<file path="config.mk">
export PLATFORM = sky130hd
export DESIGN_NAME = gcd_io_sequencer
export DESIGN_NICKNAME = d
export VERILOG_FILES = /design/src/rtl/gcd_io_sequencer.sv
export SDC_FILE = /design/constraint.sdc
export NUM_CORES = 1
export LEC_CHECK = 0
export ABC_AREA = 1
export CAP_MARGIN = 30
export CORE_MARGIN = 3
export CORE_UTILIZATION = 50
export CTS_CLUSTER_DIAMETER = 200
export DETAILED_ROUTE_END_ITERATION = 12
export PLACE_DENSITY_LB_ADDON = 0.05
export SYNTH_ARGS = -nofsm -noshare
export SYNTH_HDL_FRONTEND = slang
export SYNTH_SLANG_ARGS = --single-unit
</file>
<file path="constraint.sdc">
create_clock -name clk -period 2.3 [get_ports clk]
set_input_delay 0.46 -clock clk [delete_from_list [all_inputs] [get_ports clk]]
set_output_delay 0.46 -clock clk [all_outputs]
set_load 0.005 [all_outputs]
</file>
<file path="src/rtl/gcd_io_sequencer.sv">
// ============================================================================
// Module  : gcd_io_sequencer
// Purpose : Handshake front-end for the subtractive GCD core. It serialises
//           operand pairs onto the core bus, bounds each run with a timeout and
//           resolves zero operands locally.
// Revision: 1.0 - initial release
// ============================================================================
`default_nettype none

module gcd_io_sequencer #(
  parameter  int WIDTH   = 16,
  parameter  int TIMEOUT = 1023,
  localparam int CW      = $clog2(TIMEOUT + 1)
) (
  input  logic             clk,
  input  logic             rst_n,
  input  logic             in_valid,
  output logic             in_ready,
  input  logic [WIDTH-1:0] in_a,
  input  logic [WIDTH-1:0] in_b,
  output logic             out_valid,
  input  logic             out_ready,
  output logic [WIDTH-1:0] out_gcd,
  output logic [CW-1:0]    out_cycles,
  output logic             out_err,
  output logic             core_start,
  output logic [WIDTH-1:0] core_data,
  input  logic             core_done,
  input  logic [WIDTH-1:0] core_result
);

  localparam logic [2:0] S_IDLE   = 3'd0;
  localparam logic [2:0] S_LOAD_A = 3'd1;
  localparam logic [2:0] S_LOAD_B = 3'd2;
  localparam logic [2:0] S_RUN    = 3'd3;
  localparam logic [2:0] S_HOLD   = 3'd4;

  localparam logic [CW-1:0] CNT_MAX = CW'(TIMEOUT);

  logic [2:0]       state;
  logic [2:0]       next_state;
  logic [WIDTH-1:0] b_q;
  logic [CW-1:0]    cnt;
  logic             fire;
  logic             a_zero;
  logic             b_zero;

  assign fire   = in_valid && in_ready;
  assign a_zero = (in_a == '0);
  assign b_zero = (in_b == '0);

  always_ff @(posedge clk or negedge rst_n) begin
    if (!rst_n) begin
      state <= S_IDLE;
    end else begin
      state <= next_state;
    end
  end

  always_comb begin
    next_state = state;
    case (state)
      S_IDLE: begin
        if (fire) begin
          next_state = (a_zero || b_zero) ? S_HOLD : S_LOAD_A;
        end
      end
      S_LOAD_A: next_state = S_LOAD_B;
      S_LOAD_B: next_state = S_RUN;
      S_RUN: begin
        if (core_done || (cnt == CNT_MAX)) begin
          next_state = S_HOLD;
        end
      end
      S_HOLD: begin
        if (out_ready) begin
          next_state = S_IDLE;
        end
      end
      default: next_state = S_IDLE;
    endcase
  end

  // Outputs are registered from the upcoming state so they line up with it.
  always_ff @(posedge clk or negedge rst_n) begin
    if (!rst_n) begin
      in_ready   <= 1'b1;
      out_valid  <= 1'b0;
      out_gcd    <= '0;
      out_cycles <= '0;
      out_err    <= 1'b0;
      core_start <= 1'b0;
      core_data  <= '0;
      b_q        <= '0;
      cnt        <= '0;
    end else begin
      in_ready   <= (next_state == S_IDLE);
      out_valid  <= (next_state == S_HOLD);
      core_start <= (next_state == S_LOAD_A);
      case (state)
        S_IDLE: begin
          if (fire) begin
            b_q <= in_b;
            cnt <= '0;
            if (a_zero && b_zero) begin
              out_gcd    <= '0;
              out_cycles <= '0;
              out_err    <= 1'b1;
            end else if (a_zero || b_zero) begin
              out_gcd    <= a_zero ? in_b : in_a;
              out_cycles <= '0;
              out_err    <= 1'b0;
            end else begin
              core_data <= in_a;
            end
          end
        end
        S_LOAD_A: core_data <= b_q;
        S_LOAD_B: cnt <= CW'(1);
        S_RUN: begin
          // A done in the final allowed cycle still counts as success.
          if (core_done) begin
            out_gcd    <= core_result;
            out_cycles <= cnt;
            out_err    <= 1'b0;
          end else if (cnt == CNT_MAX) begin
            out_gcd    <= '0;
            out_cycles <= CNT_MAX;
            out_err    <= 1'b1;
          end else begin
            cnt <= cnt + CW'(1);
          end
        end
        default: ;
      endcase
    end
  end

endmodule

`default_nettype wire

</file>
==> impl_results.md, run 1 <==
* Uppermost layer routed: met4
* IO Count at 99
* Cts bufs inserted at 9
* Multi-input gate area at around 0.0019 sq mm
* PortBufs at 98
* Final wirelength at 10900 um
* Mapped Cells at 546
* Worst setup path class: reg -> reg
* Post-CTS setup buffers at 0
* TritonCTS clock tree: yes
* Hold_ws at about 0.084 ns
* Worst R2R Path Depth at 10
* Final worst-path cycle share at 0.870
* # clock sinks at 75
* Min cycle time layout at roughly 2 ns
* Dominant cell type by area after synthesis: dfrtp_1
* Top post-synthesis cells by area: dfrtp_1 45%, nand2_1 21%, nand3_1 5.6%
* Synth unique cells at 32
* RSZ-0062 raised after global routing: false
* Routed via count at 3933
* Seq cells post-synth at 75
* Syn Nets at 600
* Fillers at 674
* Vias in the first global route at approximately 3500
* Max transition margin at 0.626
* Root Driver: clkbuf_8
* Detailed Place HPWL at 8110 um
* Layout cells sized above 1 at 0.107
* Routed Antenna Nets at 0
* Worst skew pair latency at roughly 0.35 ns
* Post-CTS sizing at 0
* Post-synth EDFFs at 0
* Synth top area share at 0.454
* Pre-antenna DRT Iters at 5
* Highest clock rate at 0.500 GHz
* Total gr overflow at 0
* Die area at 0.00928 sq mm
* Layout Utilization at 0.682
* Worst VDD drop at 0.000577 V
* Metal-1 WL at 4880 um
* Final hold violation count at 0
* Area Growth Syn to Fin at 30.5%
* Worst endpoint required time at 2.57 ns
* Post-CTS Hold Fix Bufs at 0
* Ys Warns at 0
* Maxcap violations at 0
* Met2 Wirelength at 4950 um
* H-tree Lvls at 3
* Die Wd at 96.3 um
* Startpoint types: flop
* Max Slew Vio Count at 0
* PwrDens at 1170 mW/mm^2
* Core area at roughly 0.0078 sq mm
* Setup Skew at ~0.011 ns
* Die Y at 96.3 um
* Vias per cell at 5.22
* ANT cells at 0
* Setup TNS at 0 ns
* Initial Util at 0.523
* Row cnt at 32
* RePlAce Congestion at roughly 0.9
* Synthesized area per cell at ~7.5 sq um
* Global-route wire length before repair at 17300 um
* Clock Tree Buf Depth at 2
* Global-route total usage across every layer at 0.243
* Leak at roughly 0.0027 uW
* Nets@finish at 701
* Met3 Routed Length at 826 um
* Initial antenna violation count at 0
* Iter 0 DRT Violations at 282
* WL per Instance at 14.4 um
* Sequential fraction of the synthesis area at 0.460
* Clk slew on worst S/H paths at 0.08 ns
* Residual DRC at 0
* Setup violators final at 0
* Reg area at ~0.0019 sq mm
* Peak fanout along the critical path at 13
* Hold Path Class: in -> async
* Mapped Area at 0.00408 sq mm
* Crit path capture type: flop
* FFs w/ async S/R, synth at 1.00
* Largest net degree at the start of global routing at 44
* Arrival time at the worst endpoint at around 2.3 ns
* Count leader, synth: nand2_1
* Worst Max-Slew Pin Slew at 0.561 ns
* Most used DFF post-synth: dfrtp_1
* Most instantiated cells after synthesis: 231 x nand2_1, 74 x dfrtp_1, 46 x nand3_1
* Outcome: finished, final reports clean
[path summary, 6_finish.rpt]
kind	startpoint	end	slack (ns)
worst max-delay path	cnt[0]	cnt[7]	0.30
min in group clk	out_cycles[2]	out_cycles[2]	0.47
worst max register to register	cnt[0]	cnt[7]	0.30
max in group asynchronous	rst_n	b_q[8]	1.62
worst min-delay path	rst_n	out_valid	0.08
worst min register to register	out_cycles[2]	out_cycles[2]	0.47
[cells by family after synthesis]
| family | synth area share |
|---|---|
| adders and majority gates | 0.00307 |
| buffers and inverters | 0.0687 |
| DFF | 0.460 |
| AOI/OAI and AO/OA | 0.0481 |
| xor gates and xnor gates | 0.0150 |
| and+or+nand+nor | 0.405 |
[power by group]
group	internal, uW	switching [uW]	leakage (uW)
registers	1870	340	0.000954
clock network	419	510	0.0000843
logic	1370	1710	0.00165
[layout make-up]
cell class | instances | area share
Multi-Input combinational cell | 416 | 0.362
Tap cell | 102 | 0.0240
Inverter | 32 | 0.0233
Clock inverter | 6 | 0.00775
Sequential cell | 75 | 0.353
Timing Repair Buffer | 113 | 0.205
Clock buffer | 10 | 0.0258
[stage by stage]
step                total power (uW)  worst slack, ns  instance area [sq um]  instances
finish                          6230            0.299                   5330        754
global placement                5220           0.0899                   5150        738
floorplan                       4130            0.714                   4080        546
detailed placement              5310           0.0542                   5150        738
CTS                             6270            0.300                   5330        754
global route                    6770            0.148                   5330        754
[critical path, stage by stage (launching register included)]
cell and delay [ns]:
dfrtp_1 0.46, ha_1 0.25, inv_1 0.10, nor2_2 0.07
nand3b_1 0.09, nand2_1 0.12, nand2_1 0.17, clkinv_2 0.16
nor2_4 0.28, nand3_1 0.11, o21ai_1 0.11
[layer usage]
metal | vias up | global-route usage
li1 | 1934 | -
met1 | 1810 | 0.355
met2 | 170 | 0.363
met3 | 19 | 0.0407
met4 | 0 | 0.0864
met5 | - | 0
[sequential cells by signal, indices dropped and copies added, names as in the netlist]
signal      count
out_cycles     10
out_err         1
out_gcd        16
state           3
b_q            16
in_ready        1
core_data      16
core_start      1
out_valid       1
cnt            10
[cells in the final DEF, fill, tap and decap left out]
cell type / instances
nand3b_1: 1
nor2_8: 1
clkbuf_8: 10
o21bai_1: 1
nor3_2: 1
o21ai_1: 5
nor3_1: 4
xnor2_1: 1
nor2_2: 1
o21ai_2: 1
xor2_1: 6
clkinv_4: 1
dfstp_2: 1
inv_1: 27
nand2_2: 17
clkinvlp_4: 3
nand4_1: 17
dfrtp_1: 74
nand2_1: 231
o21ai_0: 12
clkdlybuf4s50_1: 97
nor2_1: 39
nand3_4: 1
or3_1: 1
nor2_4: 6
buf_4: 16
a21oi_1: 19
nand3_1: 46
inv_2: 3
clkinv_2: 3
nand2_4: 4
ha_1: 1
inv_4: 1
Power figures use the tool's default switching activity.
==> inputs of run 2 (changes only) <==
Settings changed: DONT_BUFFER_PORTS from default to 1.
==> run 2 against run 1 <==
  * The run now ends with hold timing left
  * Non-clock buffer count is 106 lower
  * Count of clock-buffer cells in the layout increased by 2
  * Worst hold slack worse by 0.097 ns
  * Largest power group is now sequential cells
==> impl_results.md, run 2 (synthesis results as in run 1) <==
* Worst Max-Slew Pin Slew at 0.496 ns
* Internal power at 3180 uW
* Clk network pwr share at 0.202
* Core area at 0.00781 sq mm
* PwrDens at 1280 mW/mm^2
* Vias per cell at between 5 and 6
* Post-CTS Hold Fix Bufs at 1
* Global-route wire length before repair at 16600 um
* Crit path capture type: flop
* Global-route total usage across every layer at 0.234
* Outcome: finished with violations
* Arrival time at the worst endpoint at approximately 2.3 ns
* Maxcap violations at 0
* Pre-antenna DRT Iters at 5
* H-tree Lvls at 3
* Die Y at 96.3 um
* Setup violators final at 0
* Worst VDD drop at around 0.00053 V
* IO Count at 99
* Nets@finish at around 600
* Worst reg2reg path endpoint: out_gcd[5]
* Final hold violation count at 7
* Hold_ws at -0.0124 ns
* Root Driver: clkbuf_8
* Routed Antenna Nets at 0
* Most common cell after layout, fill and taps aside: nand2_1
* Total gr overflow at 0
* Largest net degree at the start of global routing at 76
* Sequential share of power at 0.412
* Worst setup path class: reg -> reg
* Clk slew on worst S/H paths at 0.08 ns
* Max transition margin at 0.669
* # clock sinks at 75
* Initial antenna violation count at 0
* Initial Util at 0.523
* Peak fanout along the critical path at 27
* Vias in the first global route at 3369
* Clock Tree Buf Depth at 2
* Setup Skew at approximately 0.014 ns
* PortBufs at 0
* Cell family with most CP delay: simple AND/OR/NAND/NOR gates
* Leak at 0.00230 uW
* CP max stage cell: dfrtp_1
* Cts bufs inserted at 9
* RePlAce Congestion at 0.935
* Commonest cells after routing, fill and taps aside: 231 x nand2_1, 74 x dfrtp_1, 46 x nand3_1
* Setup TNS at 0 ns
* Final worst-path cycle share at 0.875
* Startpoint types: flop
* Worst R2R Path Depth at 10
* ANT cells at 0
* Iter 0 DRT Violations at 138
* Most used cell, CP: nand2_1
* Row cnt at 32
* TritonCTS clock tree: yes
* Layout Utilization at 0.557
* WL per Instance at 15.8 um
* Combinational power share at 0.386
* Area Growth Syn to Fin at 6.56%
* Final wirelength at 10200 um
* CP Buf/Inv Count at 2
* Residual DRC at 0
* RSZ-0062 raised after global routing: false
* Flop2flop setup slack at 0.29 ns
* Max Slew Vio Count at 0
* Sw frac at 0.428
* Worst skew pair latency at roughly 0.35 ns
* Fillers at 769
* Min cycle time layout at 2.01 ns
* Die Wd at ~96 um
* Post-CTS sizing at 0
* Hold Path Class: in -> async
* Failing checks: hold timing
* Crit-path cells: ha_1, inv_1, nor2_2, nand3b_1, nand2_1, o21ai_2, inv_2, nand2_4, nand2_1, nand2_1
* Switching power at approximately 2400 uW
* Worst r2r src: cnt[0]
* Highest clock rate at 0.497 GHz
* Biggest cell delay along the critical path at 0.43 ns
* Die area at 0.00928 sq mm
* Top Registers: b_q: 16 flops, core_data: 16 flops, out_gcd: 16 flops
* Routed via count at 3386
* Worst endpoint required time at 2.54 ns
* Detailed Place HPWL at 7500 um
* Layout cells sized above 1 at 0.108
* Post-CTS setup buffers at 0
-- run 2: stage by stage --
stage               std cells  setup slack, ns  total power, uW  hold slack (ns)  area, sq um
floorplan                 546            0.714             4130            0.164         4080
global placement          631            0.379             4390            0.167         4100
detailed placement        631            0.290             4450            0.167         4100
CTS                       648            0.274             5620         0.000963         4350
global route              648           0.0494             6100          0.00192         4350
finish                    648            0.289             5560          -0.0124         4350
-- run 2: area by class of cell --
class | instances | area [sq um] | area share
flip-flops and latches | 75 | 1880 | 0.432
repair buffers | 7 | 72.6 | 0.0167
clock buffers | 12 | 145 | 0.0334
multi-input cells | 416 | 1930 | 0.443
inverters | 32 | 124 | 0.0285
well taps | 102 | 128 | 0.0294
clock inverters | 4 | 73.8 | 0.0170
-- run 2: power groups by stage --
stage	clock network, uW	logic [uW]	registers (uW)
after floorplan	0	1920	2210
after global placement	0	2080	2310
after detailed placement	0	2140	2310
after CTS	1150	2170	2300
after global routing	1200	2520	2370
final	1120	2150	2290
-- run 2: routing by layer --
metal	GRT usage	vias to the layer above	share of wire
li1	-	1719	-
met1	0.315	1561	0.46
met2	0.358	91	0.45
met3	0.0688	15	0.081
met4	0.0876	0	0.016
met5	0	-	0
-- run 2: worst reg2reg max path: cells and delay by family (launching register included) --
| kind | cells | cell delay, ns |
|---|---|---|
| simple gates | 6 | 0.87 |
| flops | 1 | 0.43 |
| buf+inv | 2 | 0.34 |
| fa+ha+maj | 1 | 0.21 |
| compound gates | 1 | 0.07 |
-- run 2: how the worst max path moves through the flow --
stage / depth (start not counted) / from / slack [ns] / to
3_3_place_gp: 9 / state[2] / 0.38 / out_gcd[12]
4_1_cts: 10 / cnt[0] / 0.27 / out_gcd[5]
2_1_floorplan: 11 / cnt[0] / 0.71 / cnt[0]
6_report: 10 / cnt[0] / 0.29 / out_gcd[5]
5_1_grt: 10 / cnt[0] / 0.05 / out_gcd[9]
3_5_place_dp: 10 / cnt[0] / 0.29 / out_gcd[13]
